File: config.mk
export PLATFORM = sky130hd
export DESIGN_NAME = bram_port_arbiter
export DESIGN_NICKNAME = d
export VERILOG_FILES = /design/src/rtl/bram_port_arbiter.sv
export SDC_FILE = /design/constraint.sdc
export NUM_CORES = 1
export LEC_CHECK = 0
export ABC_AREA = 1
export ABC_CLOCK_PERIOD_IN_PS = 2300
export CAP_MARGIN = 20
export CORE_MARGIN = 4
export CORE_UTILIZATION = 33
export CTS_CLUSTER_DIAMETER = 80
export DETAILED_ROUTE_END_ITERATION = 10
export HOLD_SLACK_MARGIN = 0.12
export PLACE_DENSITY = 0.9
export SYNTH_ARGS = -nofsm -noshare
export SYNTH_HDL_FRONTEND = slang
export SYNTH_SLANG_ARGS = --single-unit
File: constraint.sdc
create_clock -name clk -period 2.3 [get_ports clk]
set_clock_uncertainty 0.05 [all_clocks]
set_input_delay 0.345 -clock clk [delete_from_list [all_inputs] [get_ports clk]]
set_output_delay 0.345 -clock clk [all_outputs]
set_load 0.02 [all_outputs]
File: src/rtl/bram_port_arbiter.sv
// rtl/bram_port_arbiter.sv - round-robin, burst-bounded arbiter sharing one BRAM port among N_REQ requesters.
// Define ARB_FIXED_PRIO_EN to make idle arbitration pick the lowest requesting index instead.
module bram_port_arbiter #(
    parameter int N_REQ     = 3,
    parameter int AW        = 19,
    parameter int DW        = 8,
    parameter int RD_LAT    = 2,
    parameter int MAX_BURST = 64
) (
    input  logic                clk,
    input  logic                rst,
    input  logic [N_REQ-1:0]    req_i,
    input  logic [N_REQ-1:0]    we_i,
    input  logic [N_REQ*AW-1:0] addr_i,
    input  logic [N_REQ*DW-1:0] wdata_i,
    output logic [N_REQ-1:0]    gnt_o,
    output logic [N_REQ-1:0]    rvalid_o,
    output logic [DW-1:0]       rdata_o,
    output logic                ena_o,
    output logic                wea_o,
    output logic [AW-1:0]       addr_o,
    output logic [DW-1:0]       d2mem_o,
    input  logic [DW-1:0]       mem2d_i,
    output logic                busy_o
);

    localparam int PW = (N_REQ > 1) ? $clog2(N_REQ) : 1;
    localparam int CW = $clog2(MAX_BURST + 1);

    typedef enum logic {IDLE, GRANT} state_t;

    state_t                         state_q, state_d;
    logic [N_REQ-1:0]               gnt_q, gnt_d;
    logic [PW-1:0]                  ptr_q, ptr_d;
    logic [CW-1:0]                  cnt_q, cnt_d;
    logic [RD_LAT-1:0][N_REQ-1:0]   tag_q, tag_d;

    logic [N_REQ-1:0] beat_vec;
    logic             beat;
    logic [PW-1:0]    owner;
    logic [PW-1:0]    pick;
    logic             pick_vld;

    assign beat_vec = req_i & gnt_q;
    assign beat     = |beat_vec;

    always_comb begin
        owner = '0;
        for (int k = 0; k < N_REQ; k++) begin
            if (gnt_q[k]) owner = PW'(k);
        end
    end

    // BRAM port is driven straight from the owner's inputs during an accepted beat.
    always_comb begin
        ena_o   = 1'b0;
        wea_o   = 1'b0;
        addr_o  = '0;
        d2mem_o = '0;
        for (int k = 0; k < N_REQ; k++) begin
            if (beat_vec[k]) begin
                ena_o   = 1'b1;
                wea_o   = we_i[k];
                addr_o  = addr_i[k*AW +: AW];
                d2mem_o = wdata_i[k*DW +: DW];
            end
        end
    end

    // Loops run from the least to the most preferred index so the last hit wins.
    always_comb begin
        pick     = '0;
        pick_vld = 1'b0;
`ifdef ARB_FIXED_PRIO_EN
        for (int k = N_REQ - 1; k >= 0; k--) begin
            if (req_i[k]) begin
                pick     = PW'(k);
                pick_vld = 1'b1;
            end
        end
`else
        for (int i = N_REQ; i >= 1; i--) begin
            if (req_i[(int'(ptr_q) + i) % N_REQ]) begin
                pick     = PW'((int'(ptr_q) + i) % N_REQ);
                pick_vld = 1'b1;
            end
        end
`endif
    end

    always_comb begin
        state_d = state_q;
        gnt_d   = gnt_q;
        ptr_d   = ptr_q;
        cnt_d   = cnt_q;
        case (state_q)
            IDLE: begin
                if (pick_vld) begin
                    gnt_d   = N_REQ'(1) << pick;
                    state_d = GRANT;
                end
            end
            GRANT: begin
                if (!beat || (cnt_q == CW'(MAX_BURST - 1))) begin
                    state_d = IDLE;
                    gnt_d   = '0;
                    ptr_d   = owner;
                    cnt_d   = '0;
                end else begin
                    cnt_d = cnt_q + CW'(1);
                end
            end
            default: begin
                state_d = IDLE;
                gnt_d   = '0;
                cnt_d   = '0;
            end
        endcase
    end

    // Read tags ride a shift register so each return lands on the requester that issued it.
    always_comb begin
        tag_d    = '0;
        tag_d[0] = (beat && !wea_o) ? beat_vec : '0;
        for (int s = 1; s < RD_LAT; s++) begin
            tag_d[s] = tag_q[s-1];
        end
    end

    always_ff @(posedge clk or posedge rst) begin
        if (rst) begin
            state_q <= IDLE;
            gnt_q   <= '0;
            ptr_q   <= '0;
            cnt_q   <= '0;
            tag_q   <= '0;
        end else begin
            state_q <= state_d;
            gnt_q   <= gnt_d;
            ptr_q   <= ptr_d;
            cnt_q   <= cnt_d;
            tag_q   <= tag_d;
        end
    end

    assign gnt_o    = gnt_q;
    assign rvalid_o = tag_q[RD_LAT-1];
    assign rdata_o  = (|rvalid_o) ? mem2d_i : '0;
    assign busy_o   = (state_q == GRANT) || (|tag_q);

endmodule

=== After elaboration in Yosys (flattened, before gate mapping) ===
Cells that the tools add are included.

* Register bits after elaboration: 19
* Output and inout bits: 44
* Word-level logic and storage cells: 70
* Bits of input ports: 97

* Shift operators: 1
* Divide/modulo/power cells: 3
* Reduce and logical (&&, ||, !) cells: 10
* Equality and inequality tests: 3
* Magnitude comparators: 3
* Mux-type cells: 38
* Bitwise gates (word level): 2
* Add/subtract/negate cells: 4

{| class="wikitable"
|+ Operators with widths
! cell !! number
|-
| 32-bit by 4-bit less-than comparator with 1-bit output (second input constant) || 3
|-
| 32-bit by 3-bit remainder unit with 32-bit output (second input constant) || 3
|-
| 19-bit 2-to-1 mux || 3
|-
| 8-bit 2-to-1 mux || 4
|-
| 1-bit 2-to-1 mux || 18
|-
| 3-bit 2-to-1 mux || 3
|-
| 2-bit 2-to-1 mux || 4
|-
| 7-bit by 1-bit adder with 7-bit output (second input constant) || 1
|-
| 7-bit by 6-bit equality test with 1-bit output (second input constant) || 1
|-
| 7-bit 2-to-1 mux || 1
|-
| 2-bit by 2-bit adder with 3-bit output (second input constant) || 2
|-
| 1-bit binary-select mux with 2-bit select || 3
|-
| 3-bit case mux with 2 select lines || 1
|-
| 3-bit OR reduction || 2
|-
| 6-bit OR reduction || 1
|-
| 2-bit AND reduction || 2
|-
| 2-bit by 1-bit adder with 3-bit output (second input constant) || 1
|-
| 3-bit bitwise AND || 1
|-
| 1-bit by 2-bit << shifter with 3-bit output (first input constant) || 1
|-
| 1-bit logical NOT || 2
|-
| 1-bit logical OR || 2
|-
| 2-bit by 1-bit inequality test with 1-bit output (second input constant) || 1
|-
| 2-bit inequality test (second input constant) || 1
|-
| 1-bit case mux with 2 select lines || 1
|-
| 2 further kinds || 2
|}

=== Logic depth before layout (Yosys ltp) ===
* Depth in word-level cells: 11
* Depth in mapped cells: 13
* Gate-level depth less buffers: 13

=== Worst setup path before layout ===
No wires, ideal clock.

* Kind: register to output
* Start point: register gnt_q[1] (netlist: gnt_o[1])
* End point: output addr_o[17]
* Data required time: 1905 ps
* Buffers on the path: 2
* Arrival time: 1467 ps
* Stages on the path, launching flop included: 6
* Setup slack: 438 ps
* Path through: dfrtp_1 -> nand2_1 -> buf_2 -> buf_2 -> nand4_1 -> a31oi_1

* Longest elaborated chain between the ends: 3

{| class="wikitable"
|+ RTL lines
! item !! line !! source
|-
| start: declaration || 33 || <nowiki>logic [N_REQ-1:0] gnt_q, gnt_d;</nowiki>
|-
| start signal: assignment || 139 || <nowiki>gnt_q <= gnt_d;</nowiki>
|-
| 3-bit bitwise AND || 44 || <nowiki>assign beat_vec = req_i & gnt_q;</nowiki>
|-
| 19-bit 2-to-1 mux (2 in series) || 61 || <nowiki>if (beat_vec[k]) begin</nowiki>
|-
| end: declaration || 21 || <nowiki>output logic [AW-1:0] addr_o,</nowiki>
|}

Every way passes these cells.

=== Worst setup path in the final report ===
* Start point: input req_i[1]
* End point: output addr_o[17]

* Longest elaborated chain between the ends: 3

{| class="wikitable"
|+ RTL lines
! item !! line !! source
|-
| start: declaration || 12 || <nowiki>input logic [N_REQ-1:0] req_i,</nowiki>
|-
| 3-bit bitwise AND || 44 ||
|-
| 19-bit 2-to-1 mux (2 in series) || 61 ||
|}

Every way passes these cells.

==> impl_metrics.toml <==
[critical_path]
endpoint_kind = "output pin"
critPathLaunchType = "input pin"
crit_chain = "clkdlybuf4s50_1 > nand2_1 > inv_4 > buf_12 > nand2_1 > a31oi_1 > dlygate4sd2_1"
slowest_stage = "clkdlybuf4s50_1"
reg2regPathDepth = 10
worstPathMaxFanout = 10
cp.required_ns = 1.90
r2r_setup_slack_ns = 0.46
critPathKind = "in2out"
cp_num_cells = 7
critPathBufInv = 4
worstPathArrival_ns = 1.86
cpPeakStageDelay_ns = 0.51
crit_family = "buffers and inverters"
crit_top_cell = "nand2_1"

[placed_design]
dp_slack_ns = -0.273
gp_congestion = 0.952
dpl_cell_area_um2 = 3290
io_buffers = 140
place_hpwl_um = 5670

[route]
ant_nets = 0
vias = 2447
drc = 0
vias_per_cell = 5.13
drt_iter0_drc = 151
wl_um = 6900
wl_per_cell_um = 14.5
first_pass_iters = 4

[final_layout]
fillCellCount = 425
fin_nets = 513
area_delta_synth_final_pct = 88.6
drive_gt1_share_pct = 11.7
diodes = 0
final_area_um2 = 3230

[global_routing]
grt_pass1_wl_um = 10500
grt-ovfl-total = 0
grt_pass1_vias = 2352
antenna_found_initial = 0
grt_max_degree = 32
grt.total_usage_pct = 20.4

[die]
core-area_um2 = 4880
io_pins = 141
die_area_um2 = 6410
die_w_um = 80.1
die_h_um = 80.1
rows = 25
start_util_pct = 35.1

[yosys]
seq_area_frac_synth_pct = 27.7
synth.top_cell.area_share_pct = 27.7
ys_types = 27
synth_area_um2 = 1710
synthCells = 269
synth_top_area_cell = "dfrtp_1"
synth_nets = 371
yosysWarnings = 0
synthTopCellsByArea = "dfrtp_1 28%, nand2_1 14%, nand4_1 11%"
syn_avg_cell_area_um2 = 6.37
ys_seq_elements = 19

[timing]
worst_slew_pin_slew_ns = 0.702
max_freq_mhz = 444
fin_crit_sh_pct = 98.0
setup_viol = 0
final_hold_viol_count = 0
fin_ws_ns = 0.0462
slew_viol_final = 0
fin_crit_ns = 2.25
max_slew_margin_pct = 53.1

[clock_tree]
cts_htree_levels = 1
cts_buffers = 3
insertion_delay_ns = 0.26
cts.reportedPaths.clkPinSlew_ns = 0.07
cts_root_buf = "clkbuf_8"
cts_tree = "yes"
postCtsSetupBuffers = 0
cts.path.max_buffers = 2
hold_buffers = 0
cts.sinks = 19

[job]
cap_violations = 0

[min_path]
hold_depth = 0
worstHoldPathType = "reg2reg"

[status]
outcome = "finished clean"

[power]
p_leak_nw = 1.46
irDropWorstVdd_mv = 0.443
p_total_mw = 2.90
powerDensity_nw_per_um2 = 896
-- state kept, by name, summed over array words and instances, names as in the netlist --
signal / flops
cnt_q: 7
gnt_o: 3
ptr_q: 2
rvalid_o: 3
state_q: 1
tag_d: 3
-- cell usage in the layout (no fill, tap or decap) --
cell type	n
o211ai_2	1
a21oi_1	3
dlymetal6s2s_1	1
o21ai_1	2
xor2_1	1
nor4_4	1
clkbuf_8	3
dlygate4sd2_1	7
inv_2	2
nor3_1	1
a31oi_1	28
nand3_1	15
inv_4	1
nand2_1	63
nand2_2	1
clkbuf_1	1
buf_12	5
nor2_1	40
o21ai_0	6
inv_1	25
or2_2	1
clkdlybuf4s50_1	111
dfrtp_1	19
xnor2_1	1
dlygate4sd1_1	1
nand3_2	1
nor3_2	1
nand3b_1	1
nor4_1	1
clkbuf_2	20
nand4_1	29
o22ai_1	1
ha_1	5
buf_4	11
-- power breakdown --
part	internal [mW]	switching (mW)
sequential	0.417	0.0632
combinational	0.895	1.29
clock	0.123	0.111
-- layout make-up --
type,count,area [um2],share of cell area [%]
Sequential cell,19,475,14.7
Clock buffer,4,45.0,1.39
Timing Repair Buffer,156,1480,45.7
Inverter,28,108,3.33
Tap cell,67,83.8,2.59
Multi-Input combinational cell,203,1040,32.3
-- repair_timing --
action | in CTS | in global routing
setup endpoints to repair | 28 | 26
gates resized for setup | 28 | 64
pin swaps | 0 | 0
-- cells by family after synthesis --
kind of cell    synth area share, %
flops                          27.7
buf+inv                        11.5
compound gates                 14.5
simple gates                   41.6
fa+ha+maj                      3.65
xor+xnor                       1.02
-- worst reg2reg max path: cells and delay by family, from the launching register on --
| kind | cells | cell delay, ns |
|---|---|---|
| AND/OR/NAND/NOR | 6 | 0.74 |
| flip-flops | 1 | 0.39 |
| buffers and inverters | 2 | 0.15 |
| adder cells (fa/ha/maj) | 1 | 0.35 |
| AO/OA/AOI/OAI | 1 | 0.08 |
-- synthesized netlist by cell type, drive strengths merged --
cell type and instances:
nand2 64, nor2 40, nand4 29, a31oi 28, inv 28, dfrtp 19, buf 16, nand3 16
o21ai 8, ha 5, a21oi 3, clkbuf 3, nor3 2, nor4 2, nand3b 1, o211ai 1
o22ai 1, or2 1, xnor2 1, xor2 1
-- metrics by stage --
step	instances	utilization [%]	hold slack [ns]	setup TNS, ns
3_3_place_gp	473	67.5	0.308	-5.18
6_report	477	66.3	0.333	0
5_1_grt	477	66.3	0.333	-0.00270
4_1_cts	477	67.7	0.330	0
3_5_place_dp	473	67.5	0.315	-6.07
2_1_floorplan	269	-	0.246	0
-- per-layer routing --
metal | vias to the layer above | wire (um) | global-route usage, %
met5 | - | 0 | 0
met4 | 0 | 171 | 7.09
met3 | 13 | 472 | 3.59
met2 | 96 | 3550 | 37.6
met1 | 1134 | 2710 | 23.3
li1 | 1204 | - | -
-- worst paths after layout --
path	from	to
max in group asynchronous	rst	rvalid_o[1]
worst max register to register	ptr_q[0]	gnt_o[0]
worst max-delay path	req_i[1]	addr_o[17]
worst min register to register	tag_d[4]	rvalid_o[1]
min in group asynchronous	rst	cnt_q[0]
worst min-delay path	tag_d[4]	rvalid_o[1]
Power figures use the tool's default switching activity.
